--- src/rtl/store_write_buffer_pkg.sv ---
// Shared processor definitions for the store write buffer: byte-enable codes,
// queued-store record layout and the memory-port state encoding.
package store_write_buffer_pkg;

    localparam int SWB_AW = 16;
    localparam int SWB_DW = 16;

    localparam logic [1:0] BE_NONE = 2'b00;
    localparam logic [1:0] BE_LO   = 2'b01;
    localparam logic [1:0] BE_HI   = 2'b10;
    localparam logic [1:0] BE_WORD = 2'b11;

    typedef struct packed {
        logic [SWB_AW-1:0] addr;
        logic [SWB_DW-1:0] data;
        logic [1:0]        be;
    } store_entry_t;

    typedef enum logic {
        SWB_IDLE  = 1'b0,
        SWB_WRITE = 1'b1
    } swb_state_e;

endpackage

--- src/rtl/store_write_buffer_if.sv ---
// Store-side handshake, memory write port and load-hazard signals of the
// store write buffer, bundled with modports for the buffer and its surroundings.
interface store_write_buffer_if #(
    parameter int DEPTH = 4,
    parameter int AW    = 16,
    parameter int DW    = 16
);
    localparam int CW = $clog2(DEPTH) + 1;

    logic          st_valid;
    logic          st_ready;
    logic [AW-1:0] st_addr;
    logic [DW-1:0] st_data;
    logic [1:0]    st_be;

    logic          mem_we;
    logic [AW-1:0] mem_addr;
    logic [DW-1:0] mem_wdata;
    logic [1:0]    mem_be;
    logic          mem_ack;

    logic [AW-1:0] ld_addr;
    logic          ld_hit;
    logic          empty;
    logic [CW-1:0] count;

    modport slave (
        input  st_valid, st_addr, st_data, st_be, mem_ack, ld_addr,
        output st_ready, mem_we, mem_addr, mem_wdata, mem_be, ld_hit, empty, count
    );

    modport master (
        output st_valid, st_addr, st_data, st_be, mem_ack, ld_addr,
        input  st_ready, mem_we, mem_addr, mem_wdata, mem_be, ld_hit, empty, count
    );

endinterface

--- src/rtl/store_write_buffer_fifo.sv ---
// Circular store queue: entry storage, read/write pointers, occupancy count
// and the occupancy-masked address compare that drives the load-hazard flag.
module store_write_buffer_fifo
    import store_write_buffer_pkg::*;
#(
    parameter int DEPTH = 4,
    parameter int AW    = SWB_AW,
    parameter int DW    = SWB_DW
) (
    input  logic                       clk,
    input  logic                       rst_n,
    input  logic                       i_push,
    input  logic [AW-1:0]              i_wr_addr,
    input  logic [DW-1:0]              i_wr_data,
    input  logic [1:0]                 i_wr_be,
    input  logic                       i_pop,
    output logic [AW-1:0]              o_rd_addr,
    output logic [DW-1:0]              o_rd_data,
    output logic [1:0]                 o_rd_be,
    output logic [$clog2(DEPTH):0]     o_count,
    input  logic [AW-1:0]              i_ld_addr,
    output logic                       o_ld_hit
);
    localparam int PW = $clog2(DEPTH);
    localparam int CW = PW + 1;

    logic [AW-1:0] r_addr [DEPTH];
    logic [DW-1:0] r_data [DEPTH];
    logic [1:0]    r_be   [DEPTH];

    logic [PW-1:0] r_wr_ptr;
    logic [PW-1:0] r_rd_ptr;
    logic [CW-1:0] r_count;

    logic [PW-1:0] w_off;
    logic          w_hit;

    always_ff @(posedge clk or negedge rst_n) begin
        if (!rst_n) begin
            r_wr_ptr <= '0;
            r_rd_ptr <= '0;
            r_count  <= '0;
        end else begin
            if (i_push) r_wr_ptr <= r_wr_ptr + PW'(1);
            if (i_pop)  r_rd_ptr <= r_rd_ptr + PW'(1);
            case ({i_push, i_pop})
                2'b10:   r_count <= r_count + CW'(1);
                2'b01:   r_count <= r_count - CW'(1);
                default: r_count <= r_count;
            endcase
        end
    end

    // Entry payload is not reset: occupancy (count) alone decides validity.
    always_ff @(posedge clk) begin
        if (i_push) begin
            r_addr[r_wr_ptr] <= i_wr_addr;
            r_data[r_wr_ptr] <= i_wr_data;
            r_be[r_wr_ptr]   <= i_wr_be;
        end
    end

    assign o_rd_addr = r_addr[r_rd_ptr];
    assign o_rd_data = r_data[r_rd_ptr];
    assign o_rd_be   = r_be[r_rd_ptr];
    assign o_count   = r_count;

    // A slot is live when its distance from rd_ptr (mod DEPTH) is below count.
    always_comb begin
        w_hit = 1'b0;
        w_off = '0;
        for (int i = 0; i < DEPTH; i++) begin
            w_off = PW'(i) - r_rd_ptr;
            if (({1'b0, w_off} < r_count) && (r_addr[i] == i_ld_addr)) begin
                w_hit = 1'b1;
            end
        end
    end

    assign o_ld_hit = w_hit;

endmodule

--- src/rtl/store_write_buffer.sv ---
// Store write buffer top: queues datapath stores and drains them one at a time
// to data memory over a req/ack write port, flagging loads that hit a pending store.
module store_write_buffer
    import store_write_buffer_pkg::*;
#(
    parameter int DEPTH = 4,
    parameter int AW    = SWB_AW,
    parameter int DW    = SWB_DW
) (
    input  logic                  clk,
    input  logic                  rst_n,
    store_write_buffer_if.slave   bus
);
    localparam int CW = $clog2(DEPTH) + 1;

    swb_state_e    r_state;
    swb_state_e    w_state_nxt;

    logic [AW-1:0] r_mem_addr;
    logic [DW-1:0] r_mem_wdata;
    logic [1:0]    r_mem_be;

    logic          w_ready;
    logic          w_push;
    logic          w_pop;
    logic          w_load;
    logic [CW-1:0] w_count;
    logic [AW-1:0] w_rd_addr;
    logic [DW-1:0] w_rd_data;
    logic [1:0]    w_rd_be;
    logic          w_ld_hit;

    // No full bypass: a full buffer refuses a push even while popping.
    assign w_ready = (w_count != CW'(DEPTH));
    assign w_push  = bus.st_valid && w_ready;

    store_write_buffer_fifo #(
        .DEPTH (DEPTH),
        .AW    (AW),
        .DW    (DW)
    ) u_fifo (
        .clk       (clk),
        .rst_n     (rst_n),
        .i_push    (w_push),
        .i_wr_addr (bus.st_addr),
        .i_wr_data (bus.st_data),
        .i_wr_be   (bus.st_be),
        .i_pop     (w_pop),
        .o_rd_addr (w_rd_addr),
        .o_rd_data (w_rd_data),
        .o_rd_be   (w_rd_be),
        .o_count   (w_count),
        .i_ld_addr (bus.ld_addr),
        .o_ld_hit  (w_ld_hit)
    );

    always_ff @(posedge clk or negedge rst_n) begin
        if (!rst_n) begin
            r_state <= SWB_IDLE;
        end else begin
            r_state <= w_state_nxt;
        end
    end

    always_comb begin
        w_state_nxt = r_state;
        w_load      = 1'b0;
        w_pop       = 1'b0;
        case (r_state)
            SWB_IDLE: begin
                if (w_count != '0) begin
                    w_state_nxt = SWB_WRITE;
                    w_load      = 1'b1;
                end
            end
            SWB_WRITE: begin
                if (bus.mem_ack) begin
                    w_pop       = 1'b1;
                    w_state_nxt = SWB_IDLE;
                end
            end
            default: w_state_nxt = SWB_IDLE;
        endcase
    end

    // Port registers capture the head entry on entry to WRITE and hold until the next one.
    always_ff @(posedge clk or negedge rst_n) begin
        if (!rst_n) begin
            r_mem_addr  <= '0;
            r_mem_wdata <= '0;
            r_mem_be    <= '0;
        end else if (w_load) begin
            r_mem_addr  <= w_rd_addr;
            r_mem_wdata <= w_rd_data;
            r_mem_be    <= w_rd_be;
        end
    end

    assign bus.st_ready  = w_ready;
    assign bus.mem_we    = (r_state == SWB_WRITE);
    assign bus.mem_addr  = r_mem_addr;
    assign bus.mem_wdata = r_mem_wdata;
    assign bus.mem_be    = r_mem_be;
    assign bus.ld_hit    = w_ld_hit;
    assign bus.empty     = (w_count == '0);
    assign bus.count     = w_count;

    a_hold_in_wait: assert property (
        @(posedge clk) disable iff (!rst_n)
        (r_state == SWB_WRITE && !bus.mem_ack) |=>
        (r_state == SWB_WRITE && $stable(r_mem_addr) && $stable(r_mem_wdata) && $stable(r_mem_be))
    );

    a_count_bound: assert property (
        @(posedge clk) disable iff (!rst_n) (w_count <= CW'(DEPTH))
    );

endmodule
--- src/flat_wrapper.sv ---
// flat-port wrapper written by rule: the top's interface ports become plain ports
module store_write_buffer_flat import store_write_buffer_pkg::*;
#(
    parameter int DEPTH = 4,
    parameter int AW    = SWB_AW,
    parameter int DW    = SWB_DW
)
  (clk, rst_n, bus_st_valid, bus_st_addr, bus_st_data, bus_st_be, bus_mem_ack, bus_ld_addr, bus_st_ready, bus_mem_we, bus_mem_addr, bus_mem_wdata, bus_mem_be, bus_ld_hit, bus_empty, bus_count);
  store_write_buffer_if #(.DEPTH(DEPTH), .AW(AW), .DW(DW)) bus_i ();
  input  logic clk;
  input  logic rst_n;
  input wire logic [$bits(bus_i.st_valid)-1:0] bus_st_valid;
  input wire logic [$bits(bus_i.st_addr)-1:0] bus_st_addr;
  input wire logic [$bits(bus_i.st_data)-1:0] bus_st_data;
  input wire logic [$bits(bus_i.st_be)-1:0] bus_st_be;
  input wire logic [$bits(bus_i.mem_ack)-1:0] bus_mem_ack;
  input wire logic [$bits(bus_i.ld_addr)-1:0] bus_ld_addr;
  output wire logic [$bits(bus_i.st_ready)-1:0] bus_st_ready;
  output wire logic [$bits(bus_i.mem_we)-1:0] bus_mem_we;
  output wire logic [$bits(bus_i.mem_addr)-1:0] bus_mem_addr;
  output wire logic [$bits(bus_i.mem_wdata)-1:0] bus_mem_wdata;
  output wire logic [$bits(bus_i.mem_be)-1:0] bus_mem_be;
  output wire logic [$bits(bus_i.ld_hit)-1:0] bus_ld_hit;
  output wire logic [$bits(bus_i.empty)-1:0] bus_empty;
  output wire logic [$bits(bus_i.count)-1:0] bus_count;
  assign bus_i.st_valid = bus_st_valid;
  assign bus_i.st_addr = bus_st_addr;
  assign bus_i.st_data = bus_st_data;
  assign bus_i.st_be = bus_st_be;
  assign bus_i.mem_ack = bus_mem_ack;
  assign bus_i.ld_addr = bus_ld_addr;
  assign bus_st_ready = bus_i.st_ready;
  assign bus_mem_we = bus_i.mem_we;
  assign bus_mem_addr = bus_i.mem_addr;
  assign bus_mem_wdata = bus_i.mem_wdata;
  assign bus_mem_be = bus_i.mem_be;
  assign bus_ld_hit = bus_i.ld_hit;
  assign bus_empty = bus_i.empty;
  assign bus_count = bus_i.count;
  store_write_buffer #(.DEPTH(DEPTH), .AW(AW), .DW(DW)) u_core (.clk(clk), .rst_n(rst_n), .bus(bus_i));
endmodule
--- config.mk ---
export PLATFORM = sky130hd
export DESIGN_NAME = store_write_buffer_flat
export DESIGN_NICKNAME = d
export VERILOG_FILES = /design/src/rtl/store_write_buffer_pkg.sv /design/src/rtl/store_write_buffer_if.sv /design/src/rtl/store_write_buffer_fifo.sv /design/src/rtl/store_write_buffer.sv /design/src/flat_wrapper.sv
export SDC_FILE = /design/constraint.sdc
export NUM_CORES = 1
export LEC_CHECK = 0
export CORE_MARGIN = 5
export CORE_UTILIZATION = 35
export CTS_CLUSTER_DIAMETER = 80
export DETAILED_ROUTE_END_ITERATION = 8
export PLACE_DENSITY = 0.57
export SETUP_SLACK_MARGIN = 0.02
export SLEW_MARGIN = 20
export SYNTH_ARGS = -nofsm -noshare
export SYNTH_HDL_FRONTEND = slang
export SYNTH_SLANG_ARGS = --single-unit
--- constraint.sdc ---
create_clock -name clk -period 1.95 [get_ports clk]
set_input_delay 0.195 -clock clk [delete_from_list [all_inputs] [get_ports clk]]
set_output_delay 0.195 -clock clk [all_outputs]
set_load 0.01 [all_outputs]
==> impl_metrics.json, run 1 <==
{
  "die_x_um": 157,
  "synth_edf_count": 136,
  "finClkSkew_ns": 0.0100,
  "stdcell_count": 818,
  "clk_pin_slew_ns": 0.07,
  "startpoint_type": "flip-flop",
  "clk_path_buf_depth": 2,
  "max_freq_ghz": 0.474,
  "grt_pass1_vias": 4368,
  "synth_seq_area_share_pct": 68.2,
  "via_per_inst": 4.82,
  "grtUsageTotal_pct": 14.1,
  "worst-path-buf-inv": 2,
  "vdd_drop_max_mv": 0.551,
  "p_total_mw": 14.4,
  "portBuffers": 94,
  "required_ns": 1.75,
  "dp_hpwl_mm": 11.2,
  "vias": 3940,
  "min_path_type": "in2async",
  "grt_max_degree": 35,
  "core_sq_um": 21100,
  "final-seq-area_sq_um": 5140,
  "placedCellCount": 777,
  "final.min_clock_period_ns": 2.11,
  "p_leak_nw": 3.41,
  "cts.htree.levels": 4,
  "clock_latency_ns": 0.42,
  "path_cells": "xor2_2 -> inv_2 -> ha_4 -> a21oi_2 -> o21ai_1 -> nand4_1 -> buf_2",
  "violations": "setup timing",
  "synth.distinct_cells": 27,
  "period_share_pct": 108,
  "drt-initial-drc-count": 225,
  "first_pass_iters": 4,
  "setup_violations": 1,
  "synthFlopType": "edfxtp_1",
  "end_kind": "output pin",
  "slew_violations": 0,
  "num-fill-cells": 1816,
  "syn_to_final_growth_pct": 29.8,
  "final_nets": 594,
  "setup_slack_ns": -0.160,
  "cts_root_buffer": "clkbuf_16",
  "hold_viol": 0,
  "powerDensity_nw_per_um2": 1470,
  "clock-sinks": 178,
  "synthCells": 412,
  "postPlaceCellArea_sq_um": 8940,
  "avgSynthCellArea_sq_um": 18.3,
  "dieArea_sq_um": 24600,
  "crit_slowest_cell": "dfrtp_2",
  "initial_core_util_pct": 35.7,
  "n_antenna_cell": 0,
  "ant_nets": 0,
  "rsz0062_at_grt": "true",
  "wl_per_cell_um": 20.3,
  "status": "finished with violations",
  "drcViolationCount": 0,
  "cap_violations": 0,
  "ys_async_sr_fraction_pct": 23.6,
  "crit_fanout": 2,
  "antenna_found_initial": 2,
  "critPathTopFamily": "flip-flops",
  "tightest_slew_ns": 0.615,
  "cts_buffers": 17,
  "finalWeightedCongestion": 0.815,
  "hold-worst-slack_ns": 0.261,
  "critPathArrivalTime_ns": 1.92,
  "synth_area_sq_um": 7530,
  "crit_type": "reg2out",
  "yosysWarnings": 0,
  "postLayoutCellArea_sq_um": 9780,
  "wirelength_mm": 16.6,
  "syn_nets": 476,
  "cts_tree": "yes",
  "io_pins": 95,
  "slowest_delay_ns": 0.43,
  "die_height_um": 157,
  "drive_gt1_share_pct": 32.0,
  "multiInputGateArea_sq_um": 2420,
  "rows": 53,
  "overflow": 0,
  "max_slew_margin_pct": 58.9,
  "grt_pass1_wl_mm": 25.4,
  "synth-seq-cells": 178
}
-- flip-flops by register name, indices dropped and copies added (netlist names) --
name                    cells
u_core.u_fifo.r_addr       64
u_core.u_fifo.r_rd_ptr      2
u_core.bus.mem_be           2
u_core.u_fifo.r_data       64
u_core.u_fifo.o_count       3
u_core.bus.mem_addr        16
u_core.bus.mem_wdata       16
u_core.u_fifo.r_wr_ptr      2
u_core.bus.mem_we           1
u_core.u_fifo.r_be          8
-- final cells by class --
| cell class | count | area share, % |
|---|---|---|
| Clock buffer | 19 | 4.43 |
| Clock inverter | 13 | 1.39 |
| Inverter | 9 | 0.397 |
| Multi-Input combinational cell | 197 | 24.7 |
| Sequential cell | 178 | 52.6 |
| Tap cell | 275 | 3.52 |
| Timing Repair Buffer | 127 | 13.0 |
-- routing by layer --
layer / up-vias / wire length [um] / GRT usage (%)
li1: 1800 / - / -
met1: 2018 / 6960 / 17.9
met2: 101 / 8430 / 23.5
met3: 17 / 1010 / 4.01
met4: 4 / 200 / 4.21
met5: - / 27 / 0
-- cells by family after synthesis --
kind of cell | count (synthesis) | share of synthesized area, %
AOI/OAI and AO/OA | 11 | 0.730
muxes | 68 | 15.6
buffers and inverters | 37 | 2.46
adders and majority gates | 10 | 1.76
xor gates and xnor gates | 71 | 8.25
and+or+nand+nor | 37 | 3.06
DFF | 178 | 68.2
-- final timing paths --
kind	cells past startpoint	slack (ns)	start	to
min in group clk	1	0.40	bus_st_data[1]	u_core.u_fifo.r_data[1][1]$_DFFE_PP_
max reg2reg	11	0.06	u_core.u_fifo.o_count[1]$_DFFE_PN0P_	u_core.u_fifo.o_count[2]$_DFFE_PN0P_
min reg2reg	1	0.51	u_core.bus.mem_addr[1]$_DFFE_PN0P_	u_core.bus.mem_addr[1]$_DFFE_PN0P_
min	2	0.26	rst_n	u_core.u_fifo.r_wr_ptr[0]$_DFFE_PN0P_
max in group asynchronous	3	1.08	rst_n	u_core.u_fifo.r_rd_ptr[1]$_DFFE_PN0P_
max	7	-0.16	u_core.u_fifo.r_rd_ptr[0]$_DFFE_PN0P_	bus_ld_hit
-- synth_stat cells, types with 5 or more instances --
| cell type | instances | area [sq um] |
|---|---|---|
| edfxtp_1 | 136 | 4080 |
| xnor2_1 | 67 | 587 |
| dfrtp_1 | 42 | 1050 |
| mux4_2 | 34 | 766 |
| mux2_2 | 27 | 304 |
| clkbuf_1 | 17 | 63.8 |
| nand4_1 | 17 | 106 |
| ha_1 | 9 | 113 |
| inv_1 | 9 | 33.8 |
| mux2_4 | 7 | 105 |
| a21oi_1 | 5 | 25.0 |
| o21ai_0 | 5 | 25.0 |
-- cell usage in the layout, fill, tap and decap left out, types with 3 or more instances in the layout --
cell type,n
o21ai_1,3
clkinvlp_4,3
clkinv_2,3
ha_1,7
nor4_1,3
nand2_1,4
edfxtp_1,136
inv_1,4
inv_2,3
mux4_2,34
buf_12,6
clkbuf_16,17
mux2_4,7
xor2_1,3
dfrtp_2,5
and3_2,4
xnor2_2,18
o21ai_0,3
clkdlybuf4s50_1,88
nand4_1,17
a21oi_1,3
xnor2_1,49
dfrtp_1,37
buf_6,3
mux2_2,27
buf_4,23
inv_6,3
-- report_power, final --
group          switching (mW)  leakage, nW  internal [mW]
clock network            1.40        0.272           1.89
logic                    2.35         1.40           3.01
registers               0.499         1.73           5.20
total                    4.25         3.41           10.1
-- metrics by stage --
stage	util, %	TNS, ns	worst slack (ns)
floorplan	-	0	0.0321
global placement	42.4	-1.77	-0.575
detailed placement	42.4	-1.89	-0.546
CTS	45.8	-0.206	-0.206
global route	46.4	-0.254	-0.231
finish	46.4	-0.160	-0.160
-- repair_timing --
action,4_1_cts,5_1_grt
gates cloned,0,0
buffers inserted,7,1
resized for setup,23,21
endpoints found under the setup margin,20,28
endpoints found under the hold margin,16,0
hold buffers,1,0
pin swaps,8,14
Note: power is estimated with default switching activity, not from simulation.
==> run 2: changes to the inputs <==
- CAP_MARGIN: unset -> 20
==> results of run 2 <==
No change in the layout: final DEF, timing and power equal those of run 1.
==> run 3: changes to the inputs <==
- SLEW_MARGIN: 20 -> 30
==> results of run 3 <==
No change in the layout: final DEF, timing and power equal those of run 1.
==> variant 1, RTL diff (config.mk and constraints of run 3) <==
`DEPTH` is set to 4 in 4 places; all go to 8.
--- a/src/rtl/store_write_buffer_if.sv
+++ b/src/rtl/store_write_buffer_if.sv
@@ -3,3 +3,3 @@
 interface store_write_buffer_if #(
-    parameter int DEPTH = 4,
+    parameter int DEPTH = 8,
     parameter int AW    = 16,
--- a/src/rtl/store_write_buffer_fifo.sv
+++ b/src/rtl/store_write_buffer_fifo.sv
@@ -5,3 +5,3 @@
 #(
-    parameter int DEPTH = 4,
+    parameter int DEPTH = 8,
     parameter int AW    = SWB_AW,
--- a/src/rtl/store_write_buffer.sv
+++ b/src/rtl/store_write_buffer.sv
@@ -5,3 +5,3 @@
 #(
-    parameter int DEPTH = 4,
+    parameter int DEPTH = 8,
     parameter int AW    = SWB_AW,
--- a/src/flat_wrapper.sv
+++ b/src/flat_wrapper.sv
@@ -3,3 +3,3 @@
 #(
-    parameter int DEPTH = 4,
+    parameter int DEPTH = 8,
     parameter int AW    = SWB_AW,
Interface: changed (resized bus_count); port bits go from 95 to 96. The function was not compared with the original's and may differ.
==> variant 1 against run 3 <==
- the flow still finishes with violations (setup timing)
- register-to-register slack got worse by 0.40 ns
- synthesized cell count increased by 130%
- critical path type unchanged
- worst setup slack got worse by 0.63 ns
- synthesized area increased by 86%
- sequential share of layout area decreased by 3.8 points
- non-clock buffer count increased by 112
- die area increased by 80%
- routed wire length increased by 150%
- highest routed layer is now met4
- sequential cell count increased by 139
- first-iteration DRC count increased to 2.5 times the old value
- total power increased by 96%
- design area increased by 95%
==> variant 1: results (changes against run 3) <==
- First-pass GRT wire length: 55320 µm (+120%)
- DR vias/cell: 5.060 (+5.1%)
- Met2 Use GR: 0.2857 (+0.05084)
- Cell variety after synth: 33 (+22%)
- CP Buf/Inv Count: 3 (+1)
- Largest net degree at the start of global routing: 54 (+54%)
- Worst-Margin Slew: 0.7106 ns (+0.09549 ns)
- Outcome: finished, violations left
- Fin Setup TNS: -39.37 ns (-39.21 ns)
- R2r setup slk: -0.34 ns (-0.40 ns)
- Total CTS buffers: 36 (+19)
- Syn Nets: 1022 (+110%)
- Slowest CP cell: dfrtp_4
- Ys async rst share: 0.1420 (-0.09400)
- Seq/Total Area, Yosys: 0.6635 (-0.01799)
- Reg2Reg Depth: 14 (+3)
- Share of cells above drive strength 1: 0.2250 (-0.09544)
- M1 GR Usage: 0.2210 (+0.04200)
- CP arrival: 2.55 ns (+0.63 ns)
- Pleak: 0.006872 µW (+100%)
- Bufs on Longest Clock Path: 3 (+1)
- VDD IR max: 0.6577 mV (+19%)
- Largest fanout on the critical path: 4 (+2)
- CP top delay family: adder cells
- Final setup margin: -0.7915 ns (-0.6315 ns)
- Violated checks: setup timing
- DR iter-0 viols: 563 (+150%)
- DP HPWL: 22580 µm (+100%)
- DR WL/cell: 24.05 µm (+18%)
- Critical R2R Capture: u_core.u_fifo.r_addr[5][8]
- Slowest cell delay on critical path: 0.46 ns (+0.03 ns)
- Vias in the first global route: 8755 (+100%)
- Final setup fails: 245 (+244)
- Synth top area cells: edfxtp_1, mux2i_1, xnor2_1, dfrtp_1, o22ai_1
- CTS H-tree depth: 2 (-2)
- Worst skew pair latency: 0.53 ns (+0.11 ns)
- Area after DPL: 16280 µm² (+82%)
- Switching Share: 0.3371 (+0.04094)
- First-pass detailed-route iteration total: 5 (+1)
- Met3 Use GR: 0.03081 (-0.009291)
- Largest regs: u_core.u_fifo.r_addr (128), u_core.u_fifo.r_data (128)
- Final Skew: 0.01905 ns (+0.009032 ns)
- GP Congestion: 0.8630 (+5.9%)
- Most instantiated cells after synthesis: edfxtp_1, mux2i_1, xnor2_1
- Final nets: 1245 (+110%)
- EDFF count, synth: 272 (+100%)
- Initial antenna violation count: 1 (-1)
- Port Buffers: 95 (+1.1%)
- Total global-route track usage: 0.1666 (+0.02598)
- R2R Path Start: u_core.u_fifo.o_count[1]
[variant 1: metrics by stage]
stage	hold slack [ns]	std cells	utilization	setup WS [ns]
floorplan	-0.1006	949	-	-0.6757
global placement	0.2995	1590	0.4106	-0.7756
detailed placement	0.3107	1590	0.4106	-0.7121
CTS	0.3222	1687	0.4606	-0.7509
global route	0.3671	1725	0.4812	-0.8509
finish	0.2878	1726	0.4813	-0.7915
[variant 1: cells by family (layout without fill, tap and decap cells)]
group	after synthesis	in the layout	share of synthesized area
compound gates	128	128	0.05547
xor+xnor	138	138	0.08629
fa+ha+maj	19	19	0.01751
buf+inv	68	319	0.02850
flops	317	317	0.6635
mux	137	137	0.09799
other cells	0	1	0
simple gates	142	142	0.05074
[variant 1: layer usage]
metal / routed length (µm) / vias to the layer above
li1: - / 4032
met1: 17380 / 4384
met2: 20710 / 272
met3: 2382 / 46
met4: 1038 / 0
met5: 0 / -
[variant 1: layout make-up]
cell class	count	area (µm²)
antenna	1	2.502
clock buffer	50	1003
clock inverter	16	241.5
fill	3456	20560
inverter	14	65.06
multi-input combinational	564	4568
sequential	317	9305
tap	525	656.9
timing repair buffer	239	3236
[variant 1: repair_timing]
action | CTS | global route
setup endpoints to repair | 94 | 297
hold endpoints to repair | 22 | 0
gates resized for setup | 81 | 52
hold buffers | 1 | 0
setup buffers | 23 | 21
pin swaps | 20 | 20
gates cloned | 10 | 26
[variant 1: power groups by stage]
| stage | Clock, µW | Combinational, µW | Sequential [µW] |
|---|---|---|---|
| after global placement | 0 | 9140 | 9540 |
| after CTS | 7150 | 10400 | 9470 |
| after floorplan | 0 | 5560 | 9640 |
| after global routing | 7450 | 12400 | 9580 |
| after detailed placement | 0 | 9220 | 9580 |
| final | 7020 | 11700 | 9450 |
==> variant 2, RTL diff (flow settings as in run 3) <==
Made on the original files. Make the reset (`rst_n`) synchronous in 3 clocked blocks.
--- a/src/rtl/store_write_buffer_fifo.sv
+++ b/src/rtl/store_write_buffer_fifo.sv
@@ -37,3 +37,3 @@
 
-    always_ff @(posedge clk or negedge rst_n) begin
+    always_ff @(posedge clk) begin
         if (!rst_n) begin
--- a/src/rtl/store_write_buffer.sv
+++ b/src/rtl/store_write_buffer.sv
@@ -56,3 +56,3 @@
 
-    always_ff @(posedge clk or negedge rst_n) begin
+    always_ff @(posedge clk) begin
         if (!rst_n) begin
@@ -86,3 +86,3 @@
     // Port registers capture the head entry on entry to WRITE and hold until the next one.
-    always_ff @(posedge clk or negedge rst_n) begin
+    always_ff @(posedge clk) begin
         if (!rst_n) begin
Formal check against the unedited RTL: differs if rst_n is asserted again (counterexample within 4 cycles, from zero or initial values and one cycle with rst_n low); with rst_n held inactive, the same outputs for 4 cycles.
==> variant 2 against run 3 <==
- the flow still finishes with violations (setup timing)
- total power down 15%
- design area down 0.49%
- non-clock buffer count up 1
- sequential cell count unchanged
- maximum frequency down 2.6%
- sequential power down 13%
- worst setup slack worse by 0.057 ns
- routed wire length up 6.1%
- combinational power down 34%
- via count up 11%
- synthesized area down 0.27%
- largest cell class unchanged
- highest routed layer unchanged
==> variant 2: results (changes against run 3) <==
- M1 wire length: 7666 µm (+10%)
- Clk tree area frac: 0.06607 (+0.007868)
- Largest net degree at the start of global routing: 43 (+23%)
- Final nets: 673 (+13%)
- Slowest CP cell: edfxtp_1
- P_int: 8512 µW (-16%)
- Ys async rst share: 0 (-0.2360)
- Metal2 WL: 8864 µm (+5.1%)
- Total global-route track usage: 0.1493 (+0.008694)
- Inverters: 10 (+1)
- HP Class: in2reg
- CLK BUF: 17 (-2)
- Final setup fails: 1 (unchanged)
- Vias in the first global route: 4734 (+8.4%)
- GP Congestion: 0.7907 (-3.0%)
- Initial antenna violation count: 1 (-1)
- Resize count post-CTS: 6 (-74%)
- Reg2Reg Depth: 10 (-1)
- DR iter-0 viols: 254 (+13%)
- M1 GR Usage: 0.1883 (+0.009270)
- CP arrival: 1.97 ns (+0.05 ns)
- Setup WS pre-CTS: -0.5452 ns (+0.001277 ns)
- Outcome: finished, violations left
- Synth top area cells: edfxtp_1, dfxtp_1, mux4_2, xnor2_1, nand2_1
- DP HPWL: 11590 µm (+3.6%)
- Cell variety after synth: 29 (+7.4%)
- Final Skew: 0.01290 ns (+0.002880 ns)
- Violated checks: setup timing
- Area occupied by multi-input gates: 2486 µm² (+2.8%)
- Routed WL: 17640 µm (+6.1%)
- Seq_cells: 178 (unchanged)
- Pleak: 0.003214 µW (-5.6%)
- First-pass GRT wire length: 27390 µm (+7.7%)
- Comb power frac: 0.291 (-0.083)
- Final setup margin: -0.2172 ns (-0.05713 ns)
[variant 2: cell count changes after synthesis, moves of 4 or more]
cell             run 3  this run
nand2_1              4        75
dfrtp_1             42         0
dfxtp_1              0        42
a21boi_1             0        30
mux2_2              27         0
mux2_4               7         0
a21boi_0             0         6
and3_1               4         0
and3_2               0         4
buf_2                4         8
[variant 2: worst paths after layout]
| check | slack [ns] | from | to |
|---|---|---|---|
| min reg2reg | 0.45 | u_core.bus.mem_wdata[3] | u_core.bus.mem_wdata[3] |
| min | 0.39 | bus_st_data[10] | u_core.u_fifo.r_data[3][10] |
| max reg2reg | 0.05 | u_core.u_fifo.o_count[1] | u_core.u_fifo.o_count[2] |
| max | -0.22 | u_core.u_fifo.r_addr[3][10] | bus_ld_hit |
[variant 2: logic make-up (layout without fill, tap and decap cells)]
group	after synthesis	after routing
compound gates	47	47
xor+xnor	70	70
fa+ha+maj	10	10
buf+inv	45	170
flops	178	178
mux	34	34
simple gates	113	113
